File: config.mk
export PLATFORM = sky130hd
export DESIGN_NAME = ctrl_pipe
export DESIGN_NICKNAME = d
export VERILOG_FILES = /design/src/rtl/ctrl_pipe.sv
export SDC_FILE = /design/constraint.sdc
export NUM_CORES = 1
export LEC_CHECK = 0
export CORE_UTILIZATION = 44
export DETAILED_ROUTE_END_ITERATION = 10
export PLACE_DENSITY = 0.84
export SETUP_SLACK_MARGIN = 0.5
export SLEW_MARGIN = 20
export SYNTH_ARGS = -nofsm -noshare
export SYNTH_HDL_FRONTEND = slang
export SYNTH_SLANG_ARGS = --single-unit
File: constraint.sdc
create_clock -name clk -period 2.2 [get_ports clk]
set_input_delay 0.44 -clock clk [delete_from_list [all_inputs] [get_ports clk]]
set_output_delay 0.44 -clock clk [all_outputs]
set_load 0.02 [all_outputs]
File: src/rtl/ctrl_pipe.sv
// -----------------------------------------------------------------------------
// ctrl_pipe
//
// Carries the decoder's per-instruction control bundle through the EX, MEM and
// WB stage registers. Inserts bubbles on load-use stalls and branch flushes,
// runs the EBREAK halt/drain state machine and drives the PC and IF/ID enables.
//
// Parameters
//   CW     control bundle width (only 15 is supported)
//   CNT_W  retired-instruction counter width (optional counter only)
//
// Ports
//   clk         in   rising-edge clock
//   rst_n       in   asynchronous active-low reset
//   id_valid    in   decode stage holds a real instruction
//   id_ctrl     in   control bundle from decode
//                    [0]Branch [1]MemRead [2]MemtoReg [3]MemWrite [4]ALUSrc
//                    [5]RegWrite [6]PCLoad [7]Jump [10:8]ALUOp
//                    [12:11]RegWriteSrc [14:13]PCSrc
//   stall       in   load-use hazard: hold PC and IF/ID, bubble into EX
//   flush       in   taken branch/jump resolved in MEM: kill EX and ID
//   resume      in   single-cycle pulse that leaves HALTED
//   ex_valid    out  EX stage occupied
//   ex_ctrl     out  EX stage bundle
//   mem_valid   out  MEM stage occupied
//   mem_ctrl    out  MEM stage bundle
//   wb_valid    out  WB stage occupied
//   wb_ctrl     out  WB stage bundle
//   pc_en       out  PC register load enable
//   ifid_en     out  IF/ID register load enable
//   ifid_flush  out  clear IF/ID this cycle
//   halted      out  core halted on EBREAK
//   retire_cnt  out  retired-instruction count (only with the macro below)
//
// Optional feature
//   CTRL_PIPE_RETIRE_CNT_EN  when defined, adds the retire_cnt port and a
//                            counter that increments on every edge where the
//                            WB stage is occupied, wrapping modulo 2^CNT_W.
// -----------------------------------------------------------------------------
module ctrl_pipe #(
    parameter int CW    = 15,
    parameter int CNT_W = 32
) (
    input  logic          clk,
    input  logic          rst_n,
    input  logic          id_valid,
    input  logic [CW-1:0] id_ctrl,
    input  logic          stall,
    input  logic          flush,
    input  logic          resume,
    output logic          ex_valid,
    output logic [CW-1:0] ex_ctrl,
    output logic          mem_valid,
    output logic [CW-1:0] mem_ctrl,
    output logic          wb_valid,
    output logic [CW-1:0] wb_ctrl,
    output logic          pc_en,
    output logic          ifid_en,
    output logic          ifid_flush,
    output logic          halted
`ifdef CTRL_PIPE_RETIRE_CNT_EN
    ,
    output logic [CNT_W-1:0] retire_cnt
`endif
);

    localparam int PCLOAD_BIT = 6;

    typedef enum logic [1:0] {
        S_RUN    = 2'd0,
        S_DRAIN  = 2'd1,
        S_HALTED = 2'd2
    } state_t;

    state_t r_state;
    state_t w_state_next;

    // Stage registers; the ebreak tag travels with the instruction so the FSM
    // knows when the halting instruction has reached WB or was killed in EX.
    logic          r_ex_valid;
    logic [CW-1:0] r_ex_ctrl;
    logic          r_ex_ebreak;
    logic          r_mem_valid;
    logic [CW-1:0] r_mem_ctrl;
    logic          r_mem_ebreak;
    logic          r_wb_valid;
    logic [CW-1:0] r_wb_ctrl;
    logic          r_wb_ebreak;

    logic          w_accept;
    logic          w_accept_ebreak;

    // Decode is only sampled in RUN and only when neither hazard is active;
    // in DRAIN/HALTED the ID stage is treated as a bubble.
    assign w_accept        = (r_state == S_RUN) & ~flush & ~stall & id_valid;
    assign w_accept_ebreak = w_accept & ~id_ctrl[PCLOAD_BIT];

    always_ff @(posedge clk or negedge rst_n) begin
        if (!rst_n) begin
            r_ex_valid   <= 1'b0;
            r_ex_ctrl    <= '0;
            r_ex_ebreak  <= 1'b0;
            r_mem_valid  <= 1'b0;
            r_mem_ctrl   <= '0;
            r_mem_ebreak <= 1'b0;
            r_wb_valid   <= 1'b0;
            r_wb_ctrl    <= '0;
            r_wb_ebreak  <= 1'b0;
        end else begin
            r_ex_valid  <= w_accept;
            r_ex_ctrl   <= w_accept ? id_ctrl : '0;
            r_ex_ebreak <= w_accept_ebreak;

            // A flush kills the instruction sitting in EX, so MEM gets a
            // bubble instead of it; the older MEM instruction still retires.
            if (flush) begin
                r_mem_valid  <= 1'b0;
                r_mem_ctrl   <= '0;
                r_mem_ebreak <= 1'b0;
            end else begin
                r_mem_valid  <= r_ex_valid;
                r_mem_ctrl   <= r_ex_ctrl;
                r_mem_ebreak <= r_ex_ebreak;
            end

            r_wb_valid  <= r_mem_valid;
            r_wb_ctrl   <= r_mem_ctrl;
            r_wb_ebreak <= r_mem_ebreak;
        end
    end

    always_ff @(posedge clk or negedge rst_n) begin
        if (!rst_n) begin
            r_state <= S_RUN;
        end else begin
            r_state <= w_state_next;
        end
    end

    always_comb begin
        w_state_next = r_state;
        pc_en        = 1'b0;
        ifid_en      = 1'b0;
        halted       = 1'b0;
        case (r_state)
            S_RUN: begin
                ifid_en = ~stall;
                // The branch target must be loaded even while a load-use
                // stall is pending.
                pc_en   = ~stall | flush;
                if (w_accept_ebreak) begin
                    w_state_next = S_DRAIN;
                end
            end
            S_DRAIN: begin
                // EBREAK on the wrong path of a taken branch: abandon halt.
                if (flush && r_ex_ebreak) begin
                    w_state_next = S_RUN;
                end else if (r_wb_ebreak) begin
                    w_state_next = S_HALTED;
                end
            end
            S_HALTED: begin
                halted = 1'b1;
                if (resume) begin
                    w_state_next = S_RUN;
                end
            end
            default: begin
                w_state_next = S_RUN;
            end
        endcase
    end

    assign ifid_flush = flush;

    assign ex_valid  = r_ex_valid;
    assign ex_ctrl   = r_ex_ctrl;
    assign mem_valid = r_mem_valid;
    assign mem_ctrl  = r_mem_ctrl;
    assign wb_valid  = r_wb_valid;
    assign wb_ctrl   = r_wb_ctrl;

`ifdef CTRL_PIPE_RETIRE_CNT_EN
    logic [CNT_W-1:0] r_retire_cnt;

    always_ff @(posedge clk or negedge rst_n) begin
        if (!rst_n) begin
            r_retire_cnt <= '0;
        end else if (r_wb_valid) begin
            r_retire_cnt <= r_retire_cnt + CNT_W'(1);
        end
    end

    assign retire_cnt = r_retire_cnt;
`else
    // Counter width only matters when the counter is built.
    logic w_unused_cnt_w;
    assign w_unused_cnt_w = ^CNT_W;
`endif

endmodule
======== Word-level counts from Yosys, hierarchy flattened ========
Index checks and enable logic that the tools add are counted.
storage, ports and cells
  flip-flop bits (word level) ............. 53
  latch bits .............................. 0
  RAM bits ................................ 0
  memory bits (read-only) ................. 0
  word-level logic and storage cells ...... 38
  memories ................................ 0
cells by class
  add/sub/neg operators ................... 0
  multiply operators ...................... 0
  divide/modulo/power cells ............... 0
  order comparisons ....................... 0
  equality and inequality tests ........... 5
  shift operators ......................... 0
  muxes and demuxes ....................... 12
  bitwise gates (word level) .............. 8
  reductions and logical operators ........ 3
operators by type and width
  operator                                                                number
  15-bit 2-to-1 mux                                                       2
  2-bit 2-to-1 mux                                                        4
  2-bit one-hot mux with 3 select lines                                   1
  1-bit 2-to-1 mux                                                        5
  1-bit bitwise AND                                                       4
  2-bit inequality test (second input constant)                           2
  3-bit inequality test (second input constant)                           1
  1-bit inverter                                                          3
  3-bit AND reduction                                                     1
  2-bit by 1-bit equality test with 1-bit output (second input constant)  1
  2-bit equality test (second input constant)                             1
  2-bit zero test                                                         1
  1-bit logical AND                                                       1
  1-bit OR                                                                1

======== Depth between registers and ports, before layout ========
Gate-level depths: netlist of the first run.
  depth after elaboration ................. 7
  depth in mapped cells ................... 6

======== Worst setup path after synthesis of the first run ========
Ideal clock, no wire load.
  kind .................................... input port to output port
  start point ............................. input flush
  end point ............................... output pc_en
  arrival ................................. 1.156 ns
  data required time ...................... 1.760 ns
  setup slack ............................. 0.604 ns
  cell stages on the path ................. 3
  buffers on the path ..................... 1
  path through ............................ buf_4 inv_1 a211oi_1
between the ends
  cells in the longest elaborated chain, start to end .. 2
RTL lines
  item              line  source
  from (decl)       49    input logic flush,
  1-bit OR          150   pc_en = ~stall | flush;
  1-bit 2-to-1 mux  145   case (r_state)
  to (decl)         57    output logic pc_en,
Every way passes these cells.

======== Worst setup path in the final report of the first run ========
  start point ............................. input stall
  end point ............................... output pc_en
between the ends
  cells in the longest elaborated chain, start to end .. 3
RTL lines
  item              line  source
  from (decl)       48    input logic stall,
  1-bit inverter    150
  1-bit OR          150
  1-bit 2-to-1 mux  145
Every way passes these cells.

==> impl_metrics.csv, run 1 <==
group,metric,value,unit
floorplanning,ios,73,
layout,instances_no_fill,227,
pwr,leakage,1.54,nW
route,drtIter0Drc,60,
layout,multiInputGateArea,273,µm²
floorplanning,start_util,47.4,%
synthesis,synth_cells,103,
layout,nFillCells,231,
worst_setup_path,reg2reg_to,"ex_ctrl[7]$_DFF_PN0_",
worst_setup_path,critPathLaunchType,"input port",
worst_setup_path,cp.arrival,1250,ps
worst_setup_path,critPathKind,"input port to output pin",
layout,area_growth,53.0,%
placement,io_buffers,72,
synthesis,synth-seq-area-share,80.7,%
timing,min_period_over_period,76.6,%
synthesis,ys_warn_count,0,
floorplanning,die_x,63.1,µm
global_routing,met3_usage,5.62,%
clock_tree,root_buffer,"clkbuf_8",
timing,finalSetupTns,0,ps
route,ant_nets,0,
timing,rsz0062_at_grt,"true",
timing,slew_viol_final,0,
job,maxCapViolations,0,
clock_tree,clkLatencyLatePin,300,ps
synthesis,syn_avg_cell_area,16.0,µm²
worst_setup_path,rr_worst_depth,3,
floorplanning,fp.dieH,63.1,µm
clock_tree,clock-sinks,53,
timing,maxSlewHeadroom,59.5,%
worst_setup_path,critPathRequiredTime,1760,ps
layout,seqCellArea,1330,µm²
global_routing,grt.busiest_layer,"met2",
worst_setup_path,r2r-start,"r_state[1]$_DFFE_PN0P_",
floorplanning,die_area,3980,µm²
pwr,power,1.94,mW
layout,layout_commonest_cell,"dfrtp_1",
worst_setup_path,end_kind,"output pin",
layout,antenna_cells_inserted,0,
synthesis,syn_area,1640,µm²
placement,dp.cells,218,
route,num_vias,1020,
timing,max_slew.worst_pin.slew,607,ps
route,wl,3280,µm
worst_setup_path,reg2reg_slack,820,ps
floorplanning,core.rowCount,21,
timing,clock-skew-final,3.47,ps
placement,placed_area,2390,µm²
timing,hold_violations,0,
clock_tree,clk_pin_slew,80,ps
clock_tree,cts_inserted_buffers,5,
placement,dpl.hpwl,2460,µm
route,vias_per_cell,4.49,
layout,nNetsFinal,201,
synthesis,ys_seq_elements,53,
worst_hold_path,hp-class,"input port to async pin",
clock_tree,htree_levels,2,
synthesis,synthesis.nets,124,
pwr,p_per_area,771,nW/µm²
global_routing,grt_pass1_wl,5240,µm
global_routing,grt_pass1_vias,1027,
layout,final_layout_size_suffix_gt1_share,9.94,%
layout,final_cell_mix,"dfrtp_1 (53), dlygate4sd2_1 (32), clkdlybuf4s50_1 (24)",
global_routing,grt_max_degree,54,
pwr,ir_drop,0.000399,V
clock_tree,cts_tree,"built",
timing,setup-violations-final,0,
clock_tree,clock_path_buffers,2,
timing,max_freq,593,MHz
global_routing,grt_usage,18.2,%
global_routing,antenna_found_initial,0,
worst_setup_path,crit_fanout,2,
global_routing,use_met2,32.4,%
synthesis,synth_cell_type_count,13,
layout,design_area,2510,µm²
global_routing,overflow,0,
floorplanning,core,3470,µm²
placement,gp_congestion,0.765,
outcome,status,"finished clean",
layout,fin_util,72.5,%
global_routing,grt_use_met1,20.1,%
route,routedWlPerCell,14.4,µm
timing,fin_crit,1690,ps
route,drc,0,
route,drt_first_pass_iters,2,
==> kinds of logic (layout without fill, tap and decap cells) <==
kind of cell	Yosys count	after routing	synth area share, %
flip-flops	53	53	80.7
AO/OA/AOI/OAI	3	3	1.52
AND/OR/NAND/NOR	38	38	14.6
buffers and inverters	9	87	3.20
==> layout make-up <==
class,instances,area share (%)
Sequential cell,53,52.7
Timing Repair Buffer,75,28.9
Multi-Input combinational cell,41,10.8
Clock buffer,7,3.43
Tap cell,46,2.29
Clock inverter,1,1.19
Inverter,4,0.597
==> per-layer routing <==
metal	up-vias	routed length [µm]
li1	465	-
met1	509	1260
met2	42	1800
met3	4	170
met4	0	44
met5	-	0
==> synth_stat cells <==
| library cell | instances | area, µm² |
|---|---|---|
| buf_6 | 1 | 11.3 |
| nor2b_1 | 18 | 113 |
| inv_1 | 4 | 15.0 |
| a211oi_1 | 1 | 7.51 |
| and3_1 | 1 | 6.26 |
| buf_4 | 3 | 22.5 |
| clkbuf_1 | 1 | 3.75 |
| nand2_1 | 1 | 3.75 |
| nand3b_1 | 1 | 7.51 |
| dfrtp_1 | 53 | 1330 |
| o2bb2ai_1 | 2 | 17.5 |
| and2_1 | 16 | 100 |
| nor3_2 | 1 | 10.0 |
==> sequential cells by signal, indices dropped and copies added, names as in the netlist <==
register	count
r_ex_ebreak	1
r_wb_ebreak	1
ex_valid	1
wb_ctrl	15
mem_valid	1
r_mem_ebreak	1
wb_valid	1
ex_ctrl	15
mem_ctrl	15
r_state	2
==> worst max-delay path, cell delays in order <==
cell,delay (ps)
clkdlybuf4s50_1,450
a211oi_2,190
buf_4,170
==> repair_timing <==
item                                    4_1_cts  5_1_grt
setup buffers                                 1        0
gates resized for setup                      50       13
hold buffers                                  0        0
pin swaps                                     0        1
endpoints found under the setup margin       35       14
==> metrics by stage <==
stage / hold slack [ps] / worst slack, ps
after global routing: 297 / 460
after floorplan: 144 / 604
after detailed placement: 358 / -68.8
final: 243 / 514
after global placement: 343 / -41.7
after CTS: 253 / 481
==> worst max-delay path by stage <==
| stage | endpoint | slack [ps] | from | cells after the start |
|---|---|---|---|---|
| detailed placement | pc_en | -70 | flush | 4 |
| floorplan | pc_en | 600 | flush | 3 |
| global route | pc_en | 460 | stall | 3 |
| global placement | pc_en | -40 | flush | 4 |
| CTS | pc_en | 480 | stall | 3 |
| finish | pc_en | 510 | stall | 3 |
==> power by group <==
part	total [mW]	leakage, nW	internal [mW]	switching [mW]
logic	0.242	0.747	0.113	0.129
clock network	0.653	0.0585	0.371	0.283
registers	1.04	0.734	1.01	0.0296
Power figures use the tool's default switching activity.
==> run 2, diff against run 1 <==
--- a/config.mk
+++ b/config.mk
@@ -5,9 +5,9 @@
 export SDC_FILE = /design/constraint.sdc
 export NUM_CORES = 1
 export LEC_CHECK = 0
-export CORE_UTILIZATION = 44
+export CORE_UTILIZATION = 37
 export DETAILED_ROUTE_END_ITERATION = 10
-export PLACE_DENSITY = 0.84
+export PLACE_DENSITY = 0.75
 export SETUP_SLACK_MARGIN = 0.5
 export SLEW_MARGIN = 20
 export SYNTH_ARGS = -nofsm -noshare
==> constraint.sdc (replaced) <==
create_clock -name clk -period 1.5 [get_ports clk]
set_input_delay 0.3 -clock clk [delete_from_list [all_inputs] [get_ports clk]]
set_output_delay 0.3 -clock clk [all_outputs]
set_load 0.02 [all_outputs]
==> run 2 against run 1 <==
The run now ends with negative hold slack left. Final cell count rose by 6.6%. Die area rose by 18%. Count of clock-buffer cells in the layout did not move. Wire length rose by 4.2%.
==> impl_metrics.csv, run 2 (synthesis gave the netlist of run 1 again) <==
group,metric,value,unit
floorplanning,die_x,68.7,µm
floorplanning,core.rowCount,23,
pwr,leakage,1.39,nW
timing,fin_crit,1420,ps
worst_setup_path,end_kind,"output pin",
worst_setup_path,cpPeakStageDelay,450,ps
timing,hold_violations,23,
route,drc,0,
clock_tree,cts_tree,"built",
route,met3_length,234,µm
outcome,violations,"negative hold slack",
worst_setup_path,critPathSlowestCell,"dfrtp_2",
worst_setup_path,cp_top_family,"flip-flops",
job,maxCapViolations,0,
worst_setup_path,critPathLaunchType,"register",
worst_setup_path,crit_chain,"a211oi_2 > buf_4",
worst_setup_path,crit_buf_inv,1,
route,wl_met1,1320,µm
timing,worst_slack,76.1,ps
floorplanning,ios,73,
worst_hold_path,hp-class,"input port to async pin",
layout,nFillCells,286,
placement,dpl.hpwl,2450,µm
layout,final_layout_size_suffix_gt1_share,44.8,%
route,wl_met2,1790,µm
global_routing,grt_max_degree,31,
timing,max_slew.worst_pin.slew,540,ps
placement,dp.cells,223,
clock_tree,root_buffer,"clkbuf_8",
clock_tree,cts_inserted_buffers,5,
route,wl,3410,µm
timing,min_period_over_period,94.9,%
worst_setup_path,critPathRequiredTime,1200,ps
layout,design_area,2730,µm²
route,num_vias,1059,
timing,slew_viol_final,0,
timing,rsz0062_at_grt,"true",
clock_tree,clock-sinks,53,
placement,io_buffers,72,
route,vias_per_cell,4.38,
global_routing,grt_usage,16.1,%
clock_tree,clock_path_buffers,2,
layout,final_cell_mix,"buf_6 (52), dfrtp_1 (51), nor2b_1 (17), clkdlybuf4s50_1 (17)",
outcome,status,"finished, violations left",
worst_setup_path,rr_worst_depth,5,
global_routing,grt_pass1_vias,998,
layout,layout_commonest_cell,"buf_6",
worst_setup_path,cp.arrival,1120,ps
placement,preCtsSetupSlack,-499,ps
placement,placed_area,2440,µm²
clock_tree,clkLatencyLatePin,300,ps
route,top_layer,"met4",
pwr,p_per_area,1020,nW/µm²
clock_tree,clk_pin_slew,90,ps
global_routing,antenna_found_initial,0,
timing,maxSlewHeadroom,64.0,%
route,ant_nets,0,
floorplanning,fp.dieH,68.7,µm
layout,instances_no_fill,242,
layout,antenna_cells_inserted,0,
global_routing,overflow,0,
pwr,ir_drop,0.000517,V
global_routing,grt_pass1_wl,5060,µm
timing,max_freq,702,MHz
floorplanning,start_util,39.7,%
timing,clock-skew-final,9.38,ps
layout,nNetsFinal,212,
worst_setup_path,crit_fanout,4,
worst_setup_path,path_depth,2,
timing,setup-violations-final,0,
clock_tree,htree_levels,2,
timing,hold_ws,-32.9,ps
route,drtIter0Drc,37,
layout,area_growth,66.3,%
route,drt_first_pass_iters,2,
worst_setup_path,critPathKind,"register to output pin",
floorplanning,die_area,4710,µm²
placement,gp_congestion,0.678,
route,routedWlPerCell,14.1,µm
floorplanning,core,4140,µm²
-- run 2: through the flow --
step	util, %	total power [mW]	TNS, ps
floorplan	-	1.73	0
global placement	59.0	1.96	-1550
detailed placement	59.0	1.98	-2840
CTS	65.1	2.78	0
global route	66.0	2.90	0
finish	66.0	2.78	0
-- run 2: timing repair --
action,in CTS,in global routing
pin swaps,2,1
endpoints found under the setup margin,71,69
hold endpoints to repair,23,17
gates cloned,2,0
resized for setup,321,8
setup buffers,7,2
-- run 2: per-layer routing --
layer | track usage (%) | vias to the layer above
met5 | 0 | -
met4 | 7.81 | 0
met3 | 5.59 | 6
met2 | 26.3 | 49
met1 | 18.7 | 515
li1 | - | 489
-- run 2: layout make-up --
| cell class | count | area (µm²) | share of cell area (%) |
|---|---|---|---|
| clock buffers | 7 | 76.3 | 2.79 |
| clock inverters | 1 | 7.51 | 0.275 |
| flip-flops and latches | 53 | 1330 | 48.6 |
| repair buffers | 86 | 945 | 34.6 |
| inverters | 4 | 15.0 | 0.549 |
| multi-input cells | 41 | 299 | 10.9 |
| well taps | 50 | 62.6 | 2.29 |
-- run 2: power by group --
group	leakage [nW]	internal [mW]	switching [mW]
combinational	0.622	0.263	0.209
sequential	0.731	1.49	0.0607
clock	0.0385	0.330	0.423
total	1.39	2.08	0.692
-- run 2: final timing paths --
path	start	endpoint	slack (ps)
max in group asynchronous	rst_n	ex_ctrl[9]$_DFF_PN0_	990
max reg2reg	r_state[0]$_DFFE_PN0P_	ex_ctrl[5]$_DFF_PN0_	190
max	r_state[1]$_DFFE_PN0P_	pc_en	80
min reg2reg	r_mem_ebreak$_DFF_PN0_	r_wb_ebreak$_DFF_PN0_	360
min	rst_n	ex_ctrl[2]$_DFF_PN0_	-30
min in group clk	flush	r_mem_ebreak$_DFF_PN0_	190
==> run 3, diff against run 2 <==
--- a/config.mk
+++ b/config.mk
@@ -7,9 +7,9 @@
 export LEC_CHECK = 0
 export CORE_UTILIZATION = 37
 export DETAILED_ROUTE_END_ITERATION = 10
+export GPL_TIMING_DRIVEN = 0
 export PLACE_DENSITY = 0.75
 export SETUP_SLACK_MARGIN = 0.5
-export SLEW_MARGIN = 20
 export SYNTH_ARGS = -nofsm -noshare
 export SYNTH_HDL_FRONTEND = slang
 export SYNTH_SLANG_ARGS = --single-unit
==> constraint.sdc (replaced) <==
create_clock -name clk -period 1.5 [get_ports clk]
set_input_delay 0.3 -clock clk [delete_from_list [all_inputs] [get_ports clk]]
set_output_delay 0.3 -clock clk [all_outputs]
set_load 0.05 [all_outputs]
==> run 3 against run 2 <==
The run still ends with negative hold slack left. Final cell count is 1.7% lower. Wire length fell by 6.6%. Clock skew shrank 2.1 ps. Die area did not move. Core utilization shrank 0.97 points. Register-to-register slack better by 40 ps. Non-clock buffer count shrank 4. Final area down 1.5%. Maximum frequency fell by 2.4%. First-iteration DRC count is 22% higher. Largest cell class unchanged. Highest routed layer unchanged.
==> impl_metrics.csv, run 3 (synthesis gave the netlist of run 1 again) <==
group,metric,value,unit
placement,preCtsSetupSlack,-633,ps
floorplanning,start_util,39.7,%
layout,nNetsFinal,208,
worst_setup_path,cp.arrival,1160,ps
worst_setup_path,critPathKind,"register to output pin",
clock_tree,htree_levels,2,
route,vias_per_cell,4.43,
worst_setup_path,cp_top_family,"flip-flops",
global_routing,antenna_found_initial,0,
worst_setup_path,cpPeakStageDelay,460,ps
pwr,p_comb_share,21.3,%
global_routing,grt_pass1_vias,1042,
placement,gp_congestion,0.736,
timing,max_slew.worst_pin.slew,540,ps
clock_tree,cts_inserted_buffers,5,
worst_hold_path,hp-class,"input port to async pin",
placement,io_buffers,71,
pwr,ir_drop,0.000567,V
timing,worst_slack,41.5,ps
outcome,violations,"negative hold slack",
job,maxCapViolations,0,
worst_setup_path,critPathRequiredTime,1200,ps
route,num_vias,1055,
floorplanning,die_x,68.7,µm
timing,slew_viol_final,0,
floorplanning,fp.dieH,68.7,µm
floorplanning,die_area,4710,µm²
clock_tree,clkLatencyLatePin,290,ps
outcome,status,"finished, violations left",
global_routing,grt_usage,15.2,%
clock_tree,clk_pin_slew,90,ps
pwr,leakage,1.37,nW
timing,hold_violations,24,
worst_setup_path,end_kind,"output pin",
global_routing,use_met2,25.6,%
pwr,p_seq_share,53.4,%
pwr,switching_power,0.820,mW
worst_setup_path,crit_chain,"a211oi_2 > buf_6",
worst_setup_path,crit_buf_inv,1,
floorplanning,ios,73,
floorplanning,core.rowCount,23,
route,drc,0,
timing,maxSlewHeadroom,64.0,%
pwr,switching_share,28.3,%
pwr,power.share.clock,25.3,%
route,ant_nets,0,
placement,dpl.hpwl,2340,µm
global_routing,overflow,0,
timing,hold_ws,-20.7,ps
worst_setup_path,crit_fanout,4,
worst_setup_path,critPathSlowestCell,"dfrtp_2",
route,routedWlPerCell,13.4,µm
timing,setup-violations-final,0,
clock_tree,clock_path_buffers,2,
layout,area_growth,63.9,%
layout,final_layout_size_suffix_gt1_share,48.4,%
pwr,power.internal,2.08,mW
layout,layout_commonest_cell,"buf_6",
layout,nFillCells,293,
clock_tree,cts_tree,"built",
global_routing,grt_max_degree,30,
timing,clock-skew-final,7.32,ps
timing,max_freq,686,MHz
clock_tree,clock-sinks,53,
timing,rsz0062_at_grt,"true",
timing,min_period_over_period,97.2,%
layout,final_cell_mix,"buf_6 (54), dfrtp_1 (51), nor2b_1 (17), clkdlybuf4s50_1 (17), and2_4 (16)",
clock_tree,root_buffer,"clkbuf_8",
pwr,p_per_area,1080,nW/µm²
route,drt_first_pass_iters,3,
global_routing,grt_pass1_wl,4920,µm
global_routing,met3_usage,5.26,%
global_routing,grt_use_met1,17.2,%
global_routing,grt.busiest_layer,"met2",
floorplanning,core,4140,µm²
timing,fin_crit,1460,ps
worst_setup_path,critPathLaunchType,"register",
route,wl,3190,µm
route,drtIter0Drc,45,
layout,antenna_cells_inserted,0,
## run 3: cell types whose count changed in the layout (fill, tap and decap cells not counted)
cell and change:
o2bb2ai_2 +1, buf_16 -2, clkbuf_1 +1, and2_4 +10
and3_4 -1, buf_6 +2, o2bb2ai_1 -1, and3_1 +1
and2_1 -10, buf_4 -5
## run 3: power by group through the flow
stage,Sequential (mW),Combinational [mW],Clock [mW]
after floorplan,1.72,0.170,0
after global placement,1.56,0.546,0
after CTS,1.55,0.607,0.760
after global routing,1.56,0.651,0.824
final,1.55,0.618,0.733
after detailed placement,1.56,0.557,0
## run 3: through the flow
stage / instances / setup TNS [ps] / cell area, µm² / utilization (%) / total power, mW
after floorplan: 103 / -238 / 1660 / - / 1.89
after global placement: 224 / -64460 / 2430 / 58.7 / 2.11
after detailed placement: 225 / -2610 / 2450 / 59.1 / 2.12
after CTS: 237 / 0 / 2660 / 64.1 / 2.92
after global routing: 238 / -4.96 / 2690 / 65.0 / 3.03
final: 238 / 0 / 2690 / 65.0 / 2.90
## run 3: final timing paths
kind,startpoint,end,slack [ps],cells after the start
max,r_state[0]$_DFFE_PN0P_,pc_en,40,2
min,rst_n,wb_ctrl[1]$_DFF_PN0_,-20,1
max reg2reg,r_state[1]$_DFFE_PN0P_,ex_ctrl[13]$_DFF_PN0_,230,5
min reg2reg,r_mem_ebreak$_DFF_PN0_,r_wb_ebreak$_DFF_PN0_,360,0
max in group asynchronous,rst_n,ex_ctrl[11]$_DFF_PN0_,990,2
min in group clk,flush,mem_ctrl[1]$_DFF_PN0_,240,2
## run 3: cell type report
class,instances,area (µm²),area share (%)
buffer,5,41.3,1.53
clock buffer,7,76.3,2.83
clock inverter,1,7.51,0.279
inverter,4,15.0,0.557
multi-input combinational,41,325,12.1
sequential,53,1330,49.3
tap,50,62.6,2.32
timing repair buffer,77,837,31.1
## run 3: worst register-to-register path, stage by stage (launching register included)
cell	delay [ps]
dfrtp_2	450
nor3_4	200
and3_1	190
buf_6	120
buf_6	110
and2_4	130
## run 3: routing by layer
metal / up-vias / part of all wire, %
li1: 483 / -
met1: 520 / 38
met2: 47 / 52
met3: 5 / 7.6
met4: 0 / 1.8
met5: - / 0
## run 3: repair_timing
item | CTS | global route
endpoints found under the setup margin | 70 | 69
gates resized for setup | 373 | 12
cloned | 1 | 0
endpoints found under the hold margin | 24 | 0
pin swaps | 8 | 4
setup buffers | 3 | 1
